File: config.mk
export PLATFORM = sky130hd
export DESIGN_NAME = crc_packet_tx
export DESIGN_NICKNAME = d
export VERILOG_FILES = /design/src/rtl/crc_packet_tx.sv
export SDC_FILE = /design/constraint.sdc
export NUM_CORES = 1
export LEC_CHECK = 0
export CORE_AREA = 2 2 94 60
export CTS_CLUSTER_DIAMETER = 100
export DETAILED_ROUTE_END_ITERATION = 7
export DIE_AREA = 0 0 96 62
export PLACE_DENSITY_LB_ADDON = 0.12
export SLEW_MARGIN = 30
export SYNTH_ARGS = -nofsm -noshare
export SYNTH_HDL_FRONTEND = slang
export SYNTH_SLANG_ARGS = --single-unit
File: constraint.sdc
create_clock -name clk -period 2.6 [get_ports clk]
set_input_delay 0.26 -clock clk [delete_from_list [all_inputs] [get_ports clk]]
set_output_delay 0.26 -clock clk [all_outputs]
set_load 0.01 [all_outputs]
File: src/rtl/crc_packet_tx.sv
// CRC-8 packet transmitter: emits a length word, then the payload bytes followed by their CRC-8.
// Optional build macro CRC_TX_ERR_INJECT_EN adds err_inject, which corrupts the CRC word's LSB for one packet.
module crc_packet_tx #(
  parameter int             W    = 8,
  parameter logic [W-1:0]   POLY = 8'h07,
  parameter logic [W-1:0]   INIT = 8'h00
) (
  input  logic         clk,
  input  logic         rst,
`ifdef CRC_TX_ERR_INJECT_EN
  input  logic         err_inject,
`endif
  input  logic         cmd_valid,
  output logic         cmd_ready,
  input  logic [W-1:0] cmd_len,
  input  logic         in_valid,
  output logic         in_ready,
  input  logic [W-1:0] in_data,
  output logic         cnt_valid,
  input  logic         cnt_ready,
  output logic [W-1:0] cnt_data,
  output logic         dat_valid,
  input  logic         dat_ready,
  output logic [W-1:0] dat_data,
  output logic         dat_last,
  output logic         done
);

  typedef enum logic [2:0] {
    S_IDLE,
    S_COUNT,
    S_PAYLOAD,
    S_CRC,
    S_DONE
  } state_t;

  // MSB-first, non-reflected CRC update over one byte already XORed into the register.
  function automatic logic [W-1:0] crc8_step(input logic [W-1:0] c);
    logic [W-1:0] r;
    r = c;
    for (int i = 0; i < W; i++) begin
      r = r[W-1] ? ((r << 1) ^ POLY) : (r << 1);
    end
    return r;
  endfunction

  state_t         state_q, state_d;
  logic [W-1:0]   remaining_q, remaining_d;
  logic [W-1:0]   crc_q, crc_d;
  logic           cmd_ready_q, cmd_ready_d;
  logic           cnt_valid_q, cnt_valid_d;
  logic [W-1:0]   cnt_data_q, cnt_data_d;
  logic           dat_valid_q, dat_valid_d;
  logic [W-1:0]   dat_data_q, dat_data_d;
  logic           dat_last_q, dat_last_d;
  logic           done_q, done_d;
  logic [W-1:0]   crc_word;
  logic           cmd_fire, cnt_fire, in_fire, dat_fire, out_free;

`ifdef CRC_TX_ERR_INJECT_EN
  logic           err_q, err_d;
  assign crc_word = crc_q ^ {{(W-1){1'b0}}, err_q};
`else
  assign crc_word = crc_q;
`endif

  // The single output register may be refilled in the same cycle it drains.
  assign out_free = !dat_valid_q || dat_ready;
  assign in_ready = (state_q == S_PAYLOAD) && (remaining_q != '0) && out_free;

  assign cmd_fire = cmd_valid && cmd_ready_q;
  assign cnt_fire = cnt_valid_q && cnt_ready;
  assign in_fire  = in_valid && in_ready;
  assign dat_fire = dat_valid_q && dat_ready;

  always_comb begin
    state_d     = state_q;
    remaining_d = remaining_q;
    crc_d       = crc_q;
    cnt_valid_d = cnt_valid_q;
    cnt_data_d  = cnt_data_q;
    dat_valid_d = dat_valid_q;
    dat_data_d  = dat_data_q;
    dat_last_d  = dat_last_q;
    done_d      = 1'b0;
`ifdef CRC_TX_ERR_INJECT_EN
    err_d       = err_q;
`endif

    if (dat_fire) begin
      dat_valid_d = 1'b0;
      dat_last_d  = 1'b0;
    end

    case (state_q)
      S_IDLE: begin
        if (cmd_fire) begin
          remaining_d = cmd_len;
          crc_d       = INIT;
          cnt_data_d  = cmd_len;
          cnt_valid_d = 1'b1;
          state_d     = S_COUNT;
`ifdef CRC_TX_ERR_INJECT_EN
          err_d       = err_inject;
`endif
        end
      end
      S_COUNT: begin
        if (cnt_fire) begin
          cnt_valid_d = 1'b0;
          state_d     = (remaining_q != '0) ? S_PAYLOAD : S_CRC;
        end
      end
      S_PAYLOAD: begin
        if (in_fire) begin
          dat_data_d  = in_data;
          dat_valid_d = 1'b1;
          crc_d       = crc8_step(crc_q ^ in_data);
          remaining_d = remaining_q - 1'b1;
          if (remaining_d == '0) begin
            state_d = S_CRC;
          end
        end
      end
      S_CRC: begin
        // dat_last marks that the CRC word already sits in the output register.
        if (dat_last_q) begin
          if (dat_fire) begin
            state_d = S_DONE;
            done_d  = 1'b1;
          end
        end else if (out_free) begin
          dat_data_d  = crc_word;
          dat_valid_d = 1'b1;
          dat_last_d  = 1'b1;
        end
      end
      S_DONE: begin
        state_d = S_IDLE;
      end
      default: begin
        state_d = S_IDLE;
      end
    endcase

    cmd_ready_d = (state_d == S_IDLE);
  end

  always_ff @(posedge clk) begin
    if (rst) begin
      state_q     <= S_IDLE;
      remaining_q <= '0;
      crc_q       <= INIT;
      cmd_ready_q <= 1'b0;
      cnt_valid_q <= 1'b0;
      cnt_data_q  <= '0;
      dat_valid_q <= 1'b0;
      dat_data_q  <= '0;
      dat_last_q  <= 1'b0;
      done_q      <= 1'b0;
`ifdef CRC_TX_ERR_INJECT_EN
      err_q       <= 1'b0;
`endif
    end else begin
      state_q     <= state_d;
      remaining_q <= remaining_d;
      crc_q       <= crc_d;
      cmd_ready_q <= cmd_ready_d;
      cnt_valid_q <= cnt_valid_d;
      cnt_data_q  <= cnt_data_d;
      dat_valid_q <= dat_valid_d;
      dat_data_q  <= dat_data_d;
      dat_last_q  <= dat_last_d;
      done_q      <= done_d;
`ifdef CRC_TX_ERR_INJECT_EN
      err_q       <= err_d;
`endif
    end
  end

  assign cmd_ready = cmd_ready_q;
  assign cnt_valid = cnt_valid_q;
  assign cnt_data  = cnt_data_q;
  assign dat_valid = dat_valid_q;
  assign dat_data  = dat_data_q;
  assign dat_last  = dat_last_q;
  assign done      = done_q;

  a_no_underflow: assert property (@(posedge clk) disable iff (rst)
    in_fire |-> (remaining_q != '0));

  a_one_stream: assert property (@(posedge clk) disable iff (rst)
    !(cnt_valid_q && dat_valid_q));

endmodule

# == Yosys cells after proc, flatten, opt, wreduce, memory -nomap -nowiden ==
# Cells that the tools add are included.
# op_classes
n_addsub,1
n_eq_ne,8
muxes,39
bitwise_logic,11
reduce_logical,20
# op_table
operator,n
two-way mux 8 bit,7
one-hot mux 8 bit (2 select lines),3
two-way mux 3 bit,14
NOT 3 bit,8
two-way mux 1 bit,12
one-hot mux 3 bit (4 select lines),1
"inequality test 2 bit, second input constant",5
zero test 8 bit,1
nonzero test 8 bit,1
"subtractor 8 x 1 -> 8 bit, second input constant",1
XOR 8 bit,1
"== test 3 x 2 -> 1 bit, second input constant",2
logical AND 1 bit,6
zero test 3 bit,2
AND reduction 3 bit,2
nonzero test 2 bit,3
one-hot mux 1 bit (2 select lines),2
AND reduction 4 bit,1
"== test 3 x 1 -> 1 bit, second input constant",1
OR reduction 3 bit,1
NOT 1 bit,2
AND reduction 2 bit,1
zero test 1 bit,1
logical OR 1 bit,1
# word_totals
reg_bits,40
in_bits,22
output_inout_bits,22
wordCells,89

# == Logic depth before layout (Yosys ltp) ==
# depth
word_depth,19
ltp_mapped,9
mapped_depth_nobuf,7

# == Worst setup path after synthesis ==
# Ideal clock, no wire load.
# synth_timing
kind,register to register
start,register remaining_q[0]
end,register crc_q[1]
setup_time_ns,0.123
t_arrival_ns,2.064
required_time_ns,2.477
path_slack_ns,0.414
path_stages_with_launch,10
path_buffers,2
period_less_slack_ns,2.186
cell_sequence,dfxtp_1 > inv_1 > ha_1 > or3b_1 > buf_6 > o31a_4 > nand2_1 > buf_4 > nor4_1 > a221o_2
# synth_between
elab_chain_cells,6
# synth_lines
item,line_no,text
"start, declared",48,"logic [W-1:0] remaining_q, remaining_d;"
"start signal, assigned",166,remaining_q <= remaining_d;
nonzero test 8 bit,69,assign in_ready = (state_q == S_PAYLOAD) && (remaining_q != '0) && out_free;
logical AND 1 bit (2 in a row),69,
logical AND 1 bit,73,assign in_fire = in_valid && in_ready;
inequality test 2 bit (no source line),-,
AND reduction 3 bit (no source line),-,
"end signal, assigned",167,crc_q <= crc_d;
"end, declared",49,"logic [W-1:0] crc_q, crc_d;"
# No other way between the ends.
# A chain may end at the register's enable or synchronous reset.

# == Worst setup path after layout ==
# layout_timing
start,register remaining_q[0]
end,output in_ready
# layout_between
elab_chain_cells,3
# layout_lines
item,line_no,text
nonzero test 8 bit,69,
logical AND 1 bit (2 in a row),69,
"end, declared",17,"output logic in_ready,"
# No other way between the ends.

==> reports/qor.csv <==
metric,value,unit
DR WL/cell,14.3,um
Post-CTS Setup Bufs,0,
Setup crit start kind,register,
routed wire length,5290,um
outcome,finished clean,
final hold viol count,0,
Final Skew,6.70,ps
Tot GR Track Use,0.187,
largest net degree at the start of global routing,25,
Crit path top cell by count,nor2_1,
Leak,1.03,nW
DRC viols,0,
Seq pwr share,0.472,
final hold slack,456,ps
synthesized flop and latch total,40,
Root Buffer,clkbuf_8,
DR vias/cell,5.35,
asr flop ratio synth,0,
"Arr. time, crit path",2160,ps
crit-path max cell delay,470,ps
post-synthesis sequential area ratio,0.360,
syn avg cell area,8.61,sq um
crit path max fanout,6,
Peak VDD IR,0.244,mV
Power Density,491,mW/mm^2
Max Cap Violations,0,
final worst setup slack,175,ps
final number of max-transition violations,0,
Sink Count,40,
Longest Clk Path Bufs,2,
dpl hpwl,3780,um
total number of vias,1986,
Worst-path clk slew,80,ps
top cell type's share of synthesized area,0.360,
core area,0.00523,sq mm
fmax,412,MHz
minimum clock period,2420,ps
ANT cells,0,
final setup violating endpoints,0,
Setup CP Type,register to primary output,
Comb power frac,0.213,
vias in the first global route,1803,
worst rel slew slack,0.557,
Ports,44,
Rows,21,
cts bufs inserted,5,
Synth area leaders,"dfxtp_1 (36%), xnor2_1 (7.9%), a21oi_1 (4.5%), nand2_1 (4.4%), nor2_1 (3.9%)",
Routed Antenna Nets,0,
non-filler instance count after layout,371,
Internal,996,uW
CTS H-tree depth,2,
Worst-Margin Slew,664,ps
setup tns final,0,ps
starting density of the core,0.425,
initial antenna violation count,0,
ratio of cells with drive above 1 in the final layout,0.152,
clk_lat worst skew,290,ps
first-pass GRT wire length,8510,um
unrepaired setup endpoints after global routing,no,
CTS tree,yes,
synthesized area,0.00222,sq mm
Clock power frac,0.315,
"Remaining Overflow, GRT",0,
Synth Net Count,282,
DR pass1 iterations,4,
final period utilization,0.933,
Sw Share,0.283,
Setup Slack @ Placement,196,ps
Netlist cell types,50,
chip height,62,um
RePlAce Congestion,0.828,
Hold Path Class,register to register,
Die ar.,0.00595,sq mm
Cells after DPL,363,
Worst path top cell family by delay,buffers and inverters,
Slowest cell on crit path,clkdlybuf4s50_1,
Psw,393,uW
Pwr Total,1.39,mW
number of buffers and inverters on the critical path,3,
CP endpoint kind,primary output,
YS warnings,0,
Post-synth EDFFs,0,
chip width,96,um
Syn Inst Count,258,
Area growth syn-to-layout,27.4,%
cell taking the most area after synthesis,dfxtp_1,
data required time of the worst path,2340,ps
CP cell instances,inv_1 -> ha_2 -> or3b_1 -> buf_4 -> nor2_1 -> nor2_1 -> clkdlybuf4s50_1,
top_reg_cell synth,dfxtp_1,
buffers added on ports,43,
Final nets,325,
DR iter-0 viols,64,
power by group through the flow:
stage          clock [mW]  combinational, mW  sequential, mW
2_1_floorplan           0              0.190           0.669
3_3_place_gp            0              0.293           0.669
5_1_grt             0.471              0.326           0.659
4_1_cts             0.446              0.298           0.655
3_5_place_dp            0              0.296           0.670
6_report            0.437              0.296           0.655
path summary, 6_finish.rpt:
path	from	to	slack [ps]	cells past startpoint
max	remaining_q[0]$_SDFFE_PP0P_	in_ready	180	7
min	cnt_data[6]$_SDFFE_PP0P_	cnt_data[6]$_SDFFE_PP0P_	460	2
max reg2reg	remaining_q[0]$_SDFFE_PP0P_	crc_q[6]$_SDFFE_PP0P_	200	7
min reg2reg	cnt_data[6]$_SDFFE_PP0P_	cnt_data[6]$_SDFFE_PP0P_	460	2
what timing repair did:
| item | 4_1_cts | 5_1_grt |
|---|---|---|
| gates resized for setup | 0 | 1 |
| endpoints found under the setup margin | 0 | 1 |
| hold buffers | 0 | 0 |
worst reg2reg max path, stage by stage, from the launching register on:
cell	delay (ps)
dfxtp_1	350
inv_1	90
ha_2	220
or3b_1	420
o31a_4	420
nand2_1	370
mux2_2	390
nor2_1	80
registers in the layout, indices dropped and copies added (netlist names):
| register | flops |
|---|---|
| state_q | 3 |
| done | 1 |
| dat_valid | 1 |
| cnt_valid | 1 |
| dat_last | 1 |
| cmd_ready | 1 |
| cnt_data | 8 |
| crc_q | 8 |
| dat_data | 8 |
| remaining_q | 8 |
routing by layer:
metal,global-route usage,routed length [um],vias to the layer above
met5,0,0,-
met4,0.0388,15,0
met3,0.0470,219,2
met2,0.269,2140,34
met1,0.283,2920,947
li1,-,-,1003
logic make-up (layout without fill, tap and decap cells):
kind of cell,Yosys count,count (layout),synth area share
simple gates,104,104,0.249
compound gates,57,57,0.186
flops,40,40,0.360
xor+xnor,25,25,0.0985
buf+inv,19,63,0.0434
mux,11,11,0.0512
fa+ha+maj,2,2,0.0113
cells in the final DEF, fill, tap and decap left out, drive strengths merged, types with 2 or more instances in the layout:
cell type      Yosys  layout
o211ai             2       2
nor3               9       9
inv                3       3
nand2b             4       4
buf                8       9
nor2              24      24
a211oi             8       8
nor3b              3       3
nor4               6       6
or3b               2       2
xnor2             20      20
dfxtp             40      40
nor2b              6       6
nand2             27      27
a21oi             24      24
xor2               5       5
clkbuf             8       8
nand3              3       3
a31oi              5       5
or2                6       6
nand3b             2       2
clkdlybuf4s50      0      43
ha                 2       2
a221o              5       5
and3               4       4
mux2               3       3
or4                4       4
o21ai              6       6
mux2i              8       8
synth_stat cells (all sizes together), types with 4 or more instances:
| library cell | count |
|---|---|
| o21ai | 6 |
| or4 | 4 |
| nand2 | 27 |
| a211oi | 8 |
| or2 | 6 |
| a21oi | 24 |
| dfxtp | 40 |
| and3 | 4 |
| nor4 | 6 |
| xnor2 | 20 |
| clkbuf | 8 |
| a221o | 5 |
| nor2 | 24 |
| a31oi | 5 |
| nand2b | 4 |
| mux2i | 8 |
| buf | 8 |
| xor2 | 5 |
| nor2b | 6 |
| nor3 | 9 |
stage by stage:
stage                util  instance area (sq um)
detailed placement  0.524                   2740
floorplan               -                   2220
global route        0.541                   2830
global placement    0.523                   2730
finish              0.541                   2830
CTS                 0.541                   2830
layout make-up:
type,count,area (sq um)
tap,69,86.3
fill,516,2400
timing repair buffer,52,510
inverter,3,11.3
clock buffer,8,90.1
multi-input combinational,199,1330
sequential,40,801
(Power assumes the default switching activity.)
